`config.mk`:
```
export PLATFORM = sky130hd
export DESIGN_NAME = reset_seq
export DESIGN_NICKNAME = d
export VERILOG_FILES = /design/src/rtl/nora_pkg.sv /design/src/rtl/debounce_sync.sv /design/src/rtl/reset_seq.sv
export SDC_FILE = /design/constraint.sdc
export NUM_CORES = 1
export LEC_CHECK = 0
export ABC_AREA = 1
export CAP_MARGIN = 20
export CORE_ASPECT_RATIO = 1.4
export CORE_MARGIN = 1
export CORE_UTILIZATION = 55
export DETAILED_ROUTE_END_ITERATION = 6
export PLACE_DENSITY = 0.85
export SLEW_MARGIN = 20
export SYNTH_ARGS = -nofsm -noshare
export SYNTH_HDL_FRONTEND = slang
export SYNTH_SLANG_ARGS = --single-unit
export TNS_END_PERCENT = 100
```
`constraint.sdc`:
```
create_clock -name clk -period 1.6 [get_ports clk]
set_clock_uncertainty 0.15 [all_clocks]
set_input_delay 0.4 -clock clk [delete_from_list [all_inputs] [get_ports clk]]
set_output_delay 0.4 -clock clk [all_outputs]
set_load 0.05 [all_outputs]
```
`src/rtl/nora_pkg.sv`:
```
// Shared NORA definitions: reset-sequencer state encoding and default cycle constants.
// Reused by the clock-enable and bus blocks.
package nora_pkg;

    typedef enum logic [1:0] {
        StWaitLock = 2'd0,
        StSettle   = 2'd1,
        StCpuHold  = 2'd2,
        StRun      = 2'd3
    } rst_state_e;

    // 48 MHz system clock: 100 us settle, 2 us CPU hold, 1 ms button debounce.
    localparam int unsigned DefSettleCycles   = 4800;
    localparam int unsigned DefCpuHoldCycles  = 96;
    localparam int unsigned DefDebounceCycles = 48000;

    function automatic int unsigned max_u(input int unsigned a, input int unsigned b);
        return (a > b) ? a : b;
    endfunction

endpackage

```
`src/rtl/debounce_sync.sv`:
```
// Two-flop synchronizer followed by a debounce counter; level resets to 1 (released).
// The output changes only after the synchronized input holds the new level DEBOUNCE_CYCLES cycles.
module debounce_sync
    import nora_pkg::*;
#(
    parameter int unsigned DEBOUNCE_CYCLES = DefDebounceCycles
) (
    input  logic clk,
    input  logic resetn,
    input  logic raw,
    output logic level
);

    localparam int unsigned CntW = $clog2(DEBOUNCE_CYCLES) + 1;
    localparam logic [CntW-1:0] CntLast = CntW'(DEBOUNCE_CYCLES - 1);

    logic            sync_q1;
    logic            sync_q2;
    logic [CntW-1:0] cnt_q;

    always_ff @(posedge clk or negedge resetn) begin
        if (!resetn) begin
            sync_q1 <= 1'b0;
            sync_q2 <= 1'b0;
            cnt_q   <= '0;
            level   <= 1'b1;
        end else begin
            sync_q1 <= raw;
            sync_q2 <= sync_q1;
            // Any sample matching the current level restarts the run.
            if (sync_q2 == level) begin
                cnt_q <= '0;
            end else if (cnt_q >= CntLast) begin
                level <= sync_q2;
                cnt_q <= '0;
            end else begin
                cnt_q <= cnt_q + 1'b1;
            end
        end
    end

endmodule

```
`src/rtl/reset_seq.sv`:
```
// Power-up reset sequencer: waits for PLL lock, settles, releases the fabric, then the CPU.
// A debounced button press re-holds only the CPU; lock loss restarts the whole sequence.
module reset_seq
    import nora_pkg::*;
#(
    parameter int unsigned SETTLE_CYCLES   = DefSettleCycles,
    parameter int unsigned CPU_HOLD_CYCLES = DefCpuHoldCycles,
    parameter int unsigned DEBOUNCE_CYCLES = DefDebounceCycles
) (
    input  logic clk,
    input  logic resetn,
    input  logic pll_locked_i,
    input  logic btn_resetn_i,
    output logic sys_resetn_o,
    output logic cpu_resetn_o,
    output logic ready_o
);

    localparam int unsigned CntW = $clog2(max_u(SETTLE_CYCLES, CPU_HOLD_CYCLES)) + 1;
    localparam logic [CntW-1:0] SettleLast = CntW'(SETTLE_CYCLES - 1);
    localparam logic [CntW-1:0] HoldLast   = CntW'(CPU_HOLD_CYCLES - 1);

    logic            lock_q1;
    logic            lock_q2;
    logic            btn_level;
    rst_state_e      state_q;
    logic [CntW-1:0] cnt_q;

    always_ff @(posedge clk or negedge resetn) begin
        if (!resetn) begin
            lock_q1 <= 1'b0;
            lock_q2 <= 1'b0;
        end else begin
            lock_q1 <= pll_locked_i;
            lock_q2 <= lock_q1;
        end
    end

    debounce_sync #(
        .DEBOUNCE_CYCLES(DEBOUNCE_CYCLES)
    ) u_btn_debounce (
        .clk   (clk),
        .resetn(resetn),
        .raw   (btn_resetn_i),
        .level (btn_level)
    );

    always_ff @(posedge clk or negedge resetn) begin
        if (!resetn) begin
            state_q      <= StWaitLock;
            cnt_q        <= '0;
            sys_resetn_o <= 1'b0;
            cpu_resetn_o <= 1'b0;
            ready_o      <= 1'b0;
        end else if (!lock_q2) begin
            // Lock loss outranks everything, including a simultaneous button press.
            state_q      <= StWaitLock;
            cnt_q        <= '0;
            sys_resetn_o <= 1'b0;
            cpu_resetn_o <= 1'b0;
            ready_o      <= 1'b0;
        end else begin
            unique case (state_q)
                StWaitLock: begin
                    state_q <= StSettle;
                    cnt_q   <= '0;
                end
                StSettle: begin
                    if (cnt_q >= SettleLast) begin
                        state_q      <= StCpuHold;
                        cnt_q        <= '0;
                        sys_resetn_o <= 1'b1;
                    end else begin
                        cnt_q <= cnt_q + 1'b1;
                    end
                end
                StCpuHold: begin
                    if (!btn_level) begin
                        cnt_q <= '0;
                    end else if (cnt_q >= HoldLast) begin
                        state_q      <= StRun;
                        cnt_q        <= '0;
                        cpu_resetn_o <= 1'b1;
                        ready_o      <= 1'b1;
                    end else begin
                        cnt_q <= cnt_q + 1'b1;
                    end
                end
                StRun: begin
                    if (!btn_level) begin
                        state_q      <= StCpuHold;
                        cnt_q        <= '0;
                        cpu_resetn_o <= 1'b0;
                        ready_o      <= 1'b0;
                    end
                end
                default: begin
                    state_q <= StWaitLock;
                    cnt_q   <= '0;
                end
            endcase
        end
    end

endmodule

```
Yosys cells after proc, flatten, opt, wreduce, memory -nomap -nowiden
Cells that the tools add are included.
{"block": "totals", "register_bits": 40, "input_bits": 4, "out_inout_bits": 3, "word_cells": 54}
{"block": "op_classes", "addsub": 2, "magnitude_cmp": 3, "n_eq_ne": 11, "muxes": 22, "bitwise_logic": 1, "n_reduce_logical": 5}
{"operator": "14-bit two-way mux", "count": 5}
{"operator": "14-bit one-hot mux with 4 select lines", "count": 1}
{"operator": "17-bit two-way mux", "count": 2}
{"operator": "17-bit by 1-bit adder with 17-bit output (second input constant)", "count": 1}
{"operator": "17-bit by 16-bit greater-or-equal comparator with 1-bit output (second input constant)", "count": 1}
{"operator": "14-bit by 1-bit adder with 14-bit output (second input constant)", "count": 1}
{"operator": "14-bit by 13-bit greater-or-equal comparator with 1-bit output (second input constant)", "count": 1}
{"operator": "14-bit by 7-bit greater-or-equal comparator with 1-bit output (second input constant)", "count": 1}
{"operator": "2-bit two-way mux", "count": 5}
{"operator": "3-bit != test (second input constant)", "count": 3}
{"operator": "2-bit one-hot mux with 4 select lines", "count": 1}
{"operator": "4-bit AND reduction", "count": 2}
{"operator": "1-bit two-way mux", "count": 7}
{"operator": "2-bit equality test (second input constant)", "count": 2}
{"operator": "2-bit by 1-bit != test with 1-bit output (second input constant)", "count": 2}
{"operator": "2-bit AND reduction", "count": 2}
{"operator": "3-bit by 1-bit != test with 1-bit output (second input constant)", "count": 1}
{"operator": "3-bit by 2-bit != test with 1-bit output (second input constant)", "count": 1}
{"operator": "2-bit by 1-bit equality test with 1-bit output (second input constant)", "count": 1}
{"operator": "2-bit logical NOT", "count": 1}
{"operator": "1-bit one-hot mux with 2 select lines", "count": 1}
{"operator": "1-bit equality test", "count": 1}
{"operator": "1-bit NOT", "count": 1}

Depth between registers and ports, before layout
{"block": "depth", "word_depth": 5, "depth_mapped": 10, "depth_no_buf": 10}

Cells and area by module
From an unflattened synthesis, not the netlist that was laid out.
{"block": "unflattened", "hier_cells": 305, "area_unflattened_um2": 2389.8}
{"mod": "reset_seq", "instances": 1, "cells_per_inst": 178, "area_per_inst_um2": 1281.2, "seq_area_each_um2": 500.5}
{"mod": "debounce_sync", "instances": 1, "cells_per_inst": 127, "area_per_inst_um2": 1108.6, "seq_area_each_um2": 501.7}

Worst setup path before layout
OpenSTA, ideal clock, no wires.
{"block": "synth_timing", "kind": "reg2reg", "from": "register cnt_q[0]", "to": "register cnt_q[10]", "setup_time_ps": 74, "arrival_time_ps": 1353, "required_time_ps": 1376, "path_slack_ps": 23, "path_stages_with_launch": 11, "path_buffers": 0, "period_less_slack_ps": 1577, "cell_sequence": "dfrtp_1 -> ha_1 -> nand2_1 -> nor2_1 -> nand2_1 -> inv_1 -> nand2_1 -> nand3_1 -> nand2_2 -> nand2_4 -> o21ai_2"}
{"block": "synth_via", "elab_chain_cells": 5, "word_cells_on_any_way": 8, "cone_classes": "add/sub (1); order compare (2); mux (5)"}
{"item": "start: declaration", "line": "reset_seq.sv:27", "source": "logic [CntW-1:0] cnt_q;"}
{"item": "start signal: assignment", "line": "reset_seq.sv:74", "source": "cnt_q <= cnt_q + 1'b1;"}
{"item": "start signal: assignment", "line": "reset_seq.sv:86", "source": "cnt_q <= cnt_q + 1'b1;"}
{"item": "14-bit by 1-bit adder with 14-bit output or 14-bit by 7-bit greater-or-equal comparator with 1-bit output (tied branches)", "line": "reset_seq.sv:74, reset_seq.sv:86, reset_seq.sv:80"}
{"item": "14-bit two-way mux", "line": "reset_seq.sv:80", "source": "end else if (cnt_q >= HoldLast) begin"}
{"item": "14-bit two-way mux", "line": "reset_seq.sv:78", "source": "if (!btn_level) begin"}
{"item": "14-bit one-hot mux with 4 select lines (*)", "line": "reset_seq.sv:63", "source": "unique case (state_q)"}
{"item": "14-bit two-way mux (*)", "line": "reset_seq.sv:55", "source": "end else if (!lock_q2) begin"}
Every way passes the cells marked *; elsewhere a longest branch is shown, timed or not.
A chain may end at the register's enable or synchronous reset.

Worst setup path after layout
{"block": "layout_timing", "from": "register cnt_q[0]", "to": "register state_q[1]"}
{"block": "layout_via", "elab_chain_cells": 3, "word_cells_on_any_way": 5, "cone_classes": "order compare (2); eq/ne (2); reduce/logical (1)"}
{"item": "14-bit by 13-bit greater-or-equal comparator with 1-bit output or 14-bit by 7-bit greater-or-equal comparator with 1-bit output (tied branches)", "line": "reset_seq.sv:69, reset_seq.sv:80"}
{"item": "3-bit != test (no source line)"}
{"item": "4-bit AND reduction (no source line) (*)"}
{"item": "end signal: assignment", "line": "reset_seq.sv:65", "source": "state_q <= StSettle;"}
{"item": "end signal: assignment", "line": "reset_seq.sv:70", "source": "state_q <= StCpuHold;"}
{"item": "end signal: assignment", "line": "reset_seq.sv:81", "source": "state_q <= StRun;"}
{"item": "end: declaration", "line": "reset_seq.sv:26", "source": "rst_state_e state_q;"}
Marks and branches as above.

==> out/results.txt <==
Clk pin slew, worst setup/hold paths -> 0.08 ns
Max Cap Viol -> 0
DRT iter0 DRCs -> 117
Final #Nets -> 329
largest net degree at the start of global routing -> 20
Root Buffer -> clkbuf_8
Final period util -> 111%
drt drc -> 0
Post-Syn Area per Cell -> 8.19 sq um
Post-synth EDFFs -> 0
R2R Setup Slk -> -0.18 ns
Total GRT Usage -> 23.9%
fin crit period -> 1.78 ns
PnR worst setup slack -> -0.182 ns
Critical Path AT -> 1.83 ns
synth unique cells -> 31
Layout area overhead -> 29.5%
Crit path top cell by count -> nand2_1
vias in the first global route -> 1,951
Cell Area, Synth -> 2270 sq um
Vias -> 1,990
final hold slack -> 0.194 ns
Buffers on Ports -> 6
share of the synthesized area in the top cell type -> 43.0%
hold endpoint -> lock_q2
WP data required -> 1.65 ns
capture point of the worst reg-to-reg path -> state_q[1]
CTS Sinks -> 40
Post-DP HPWL -> 3.14 mm
row count -> 27
compound-gate portion of the synthesized area -> 7.94%
sequential share of the synthesized area -> 44.2%
Final Setup Violations -> 16
# IOs -> 7
initial antenna violation count -> 0
full die area -> 4390 sq um
run status -> finished, violations left
first-pass GRT wire length -> 8.09 mm
hold path start -> lock_q1
wire per inst -> 15.2 um
Leakage -> 0.00135 uW
gr ovfl total -> 0
synth top area cells -> dfrtp_1 (43%), nand2_1 (11%), nor2_1 (5.6%)
failing checks -> setup timing
most frequent cells in the layout -> nand2_1 (61), dfrtp_1 (38), nor2_1 (28)
Via density -> 5.48
asr flop ratio synth -> 100%
Post-synth top flop -> dfrtp_1
f_max -> 0.561 GHz
# diodes -> 0
drt first pass iters -> 4
Routed WL -> 5.51 mm
CP Max Fanout -> 3
Clock Tree Buf Depth -> 2
worst hold path class -> register to register
R2R cell count -> 10
CTS tree -> done
leading area contributor after synthesis -> dfrtp_1
crit path kind -> register to register
CP max stage delay -> 0.43 ns
combinational family with the most area after synthesis -> simple AND/OR/NAND/NOR gates
post-synthesis simple-gate area fraction -> 32.2%
YS warnings -> 0
pre-CTS WS -> -0.143 ns
Max VDD drop -> 1610 uV
hold depth -> 0
commonest non-fill, non-tap cell in the layout -> nand2_1
Slew Viols, Final -> 0
Slowest cell on crit path -> dfrtp_1
syn_nets -> 287
Die Y -> 78.0 um
ratio of cells with drive above 1 in the final layout -> 34.7%
RePlAce Congestion -> 0.861
core area -> 3950 sq um
number of CTS-inserted buffers -> 5
CP startpoint kind -> register
Cells after Synth -> 277
CP endpoint kind -> register
Skew-Pair Late Insertion Delay -> 0.30 ns
Adder-Cell Fraction of Synth Area -> 3.31%
H-tree depth -> 2
FF-to-FF Start -> cnt_q[0]
Post-Synth XOR/XNOR Area -> 6.18%
Routed Antenna Nets -> 0
Initial Utilization -> 57.4%
Seq cells post-synth -> 40
cell area power density -> 950 nW/um^2
die width -> 56.3 um
RSZ-0062 raised after global routing -> yes
final hold viol count -> 0
CP Cell Sequence -> ha_4, nand2_4, nor2_4, nand2_1, nand3_1, nand2_1, nor2_4, nand2_1, nand2_1, nand2_1
mux share of post-synthesis cell area -> 0%
==> logic make-up (layout without fill, tap and decap cells) <==
family / Yosys count / count (layout)
xor gates and xnor gates: 16 / 16
buffers and inverters: 32 / 74
and+or+nand+nor: 154 / 155
other: 1 / 1
DFF: 40 / 40
adders and majority gates: 6 / 6
AOI/OAI and AO/OA: 28 / 28
==> cell type report <==
type	count	area (sq um)
Fill cell	264	1010
Clock buffer	7	96.3
Sequential cell	40	1000
Clock inverter	1	30.0
Multi-Input combinational cell	206	1290
Tap cell	43	53.8
Inverter	29	113
Timing Repair Buffer	37	349
==> synthesized netlist by cell type (2+ instances only) <==
cell type,number
a21oi_1,6
nand3_1,15
ha_1,6
xnor2_1,4
o21ai_2,9
nand4_1,5
nand2_2,7
dfrtp_1,39
nand2_1,68
inv_1,28
nor3_1,3
nor2_2,14
nor2_1,34
o21ai_0,10
nor2_4,2
xor2_1,12
==> through the flow <==
| step | cells | power (uW) | setup TNS [ns] | util [%] | area (sq um) |
|---|---|---|---|---|---|
| floorplan | 277 | 1510 | 0 | - | 2270 |
| global route | 363 | 2890 | -2.87 | 74.3 | 2940 |
| global placement | 342 | 1720 | -1.98 | 64.1 | 2530 |
| CTS | 360 | 2700 | -0.0310 | 70.6 | 2790 |
| finish | 363 | 2790 | -1.40 | 74.3 | 2940 |
| detailed placement | 342 | 1730 | -2.46 | 64.1 | 2530 |
==> power breakdown <==
group	internal, uW	total [uW]	switching (uW)	leakage, uW
clock network	551	911	360	0.0000645
logic	317	745	429	0.000751
registers	1060	1130	72.0	0.000538
total	1930	2790	861	0.00135
==> worst max path at each step <==
stage	endpoint	cells past startpoint	from
3_5_place_dp	cnt_q[4]	10	cnt_q[0]
4_1_cts	cnt_q[10]	9	cnt_q[1]
3_3_place_gp	cnt_q[5]	10	cnt_q[0]
6_report	state_q[1]	10	cnt_q[0]
5_1_grt	state_q[1]	10	cnt_q[0]
2_1_floorplan	cnt_q[10]	10	cnt_q[0]
==> worst max-delay path, delay by kind of cell (launching register included) <==
kind / cells / cell delay (ns)
AND/OR/NAND/NOR: 9 / 0.90
flip-flops: 1 / 0.43
adder cells (fa/ha/maj): 1 / 0.19
==> flip-flops by register name, summed over array words and instances (netlist names) <==
register and cells:
cnt_q 14, lock_q1 1, lock_q2 1, ready_o 1
state_q 2, sys_resetn_o 1, u_btn_debounce.cnt_q 17, u_btn_debounce.level 1
u_btn_debounce.sync_q1 1, u_btn_debounce.sync_q2 1
==> timing repair <==
action / CTS / global route
pin swaps: 11 / 10
gates cloned: 1 / 0
hold buffers: 1 / 0
resized for setup: 12 / 31
endpoints found under the setup margin: 31 / 33
setup buffers: 8 / 3
hold endpoints to repair: 12 / 0
==> routing by layer <==
layer  wire, um  global-route usage [%]  up-vias
li1           -                       -      958
met4        181                    12.9        0
met5          0                       0        -
met3        140                    4.67       19
met2       3170                    45.0       39
met1       2020                    24.1      974
Note: power is estimated with default switching activity, not from simulation.
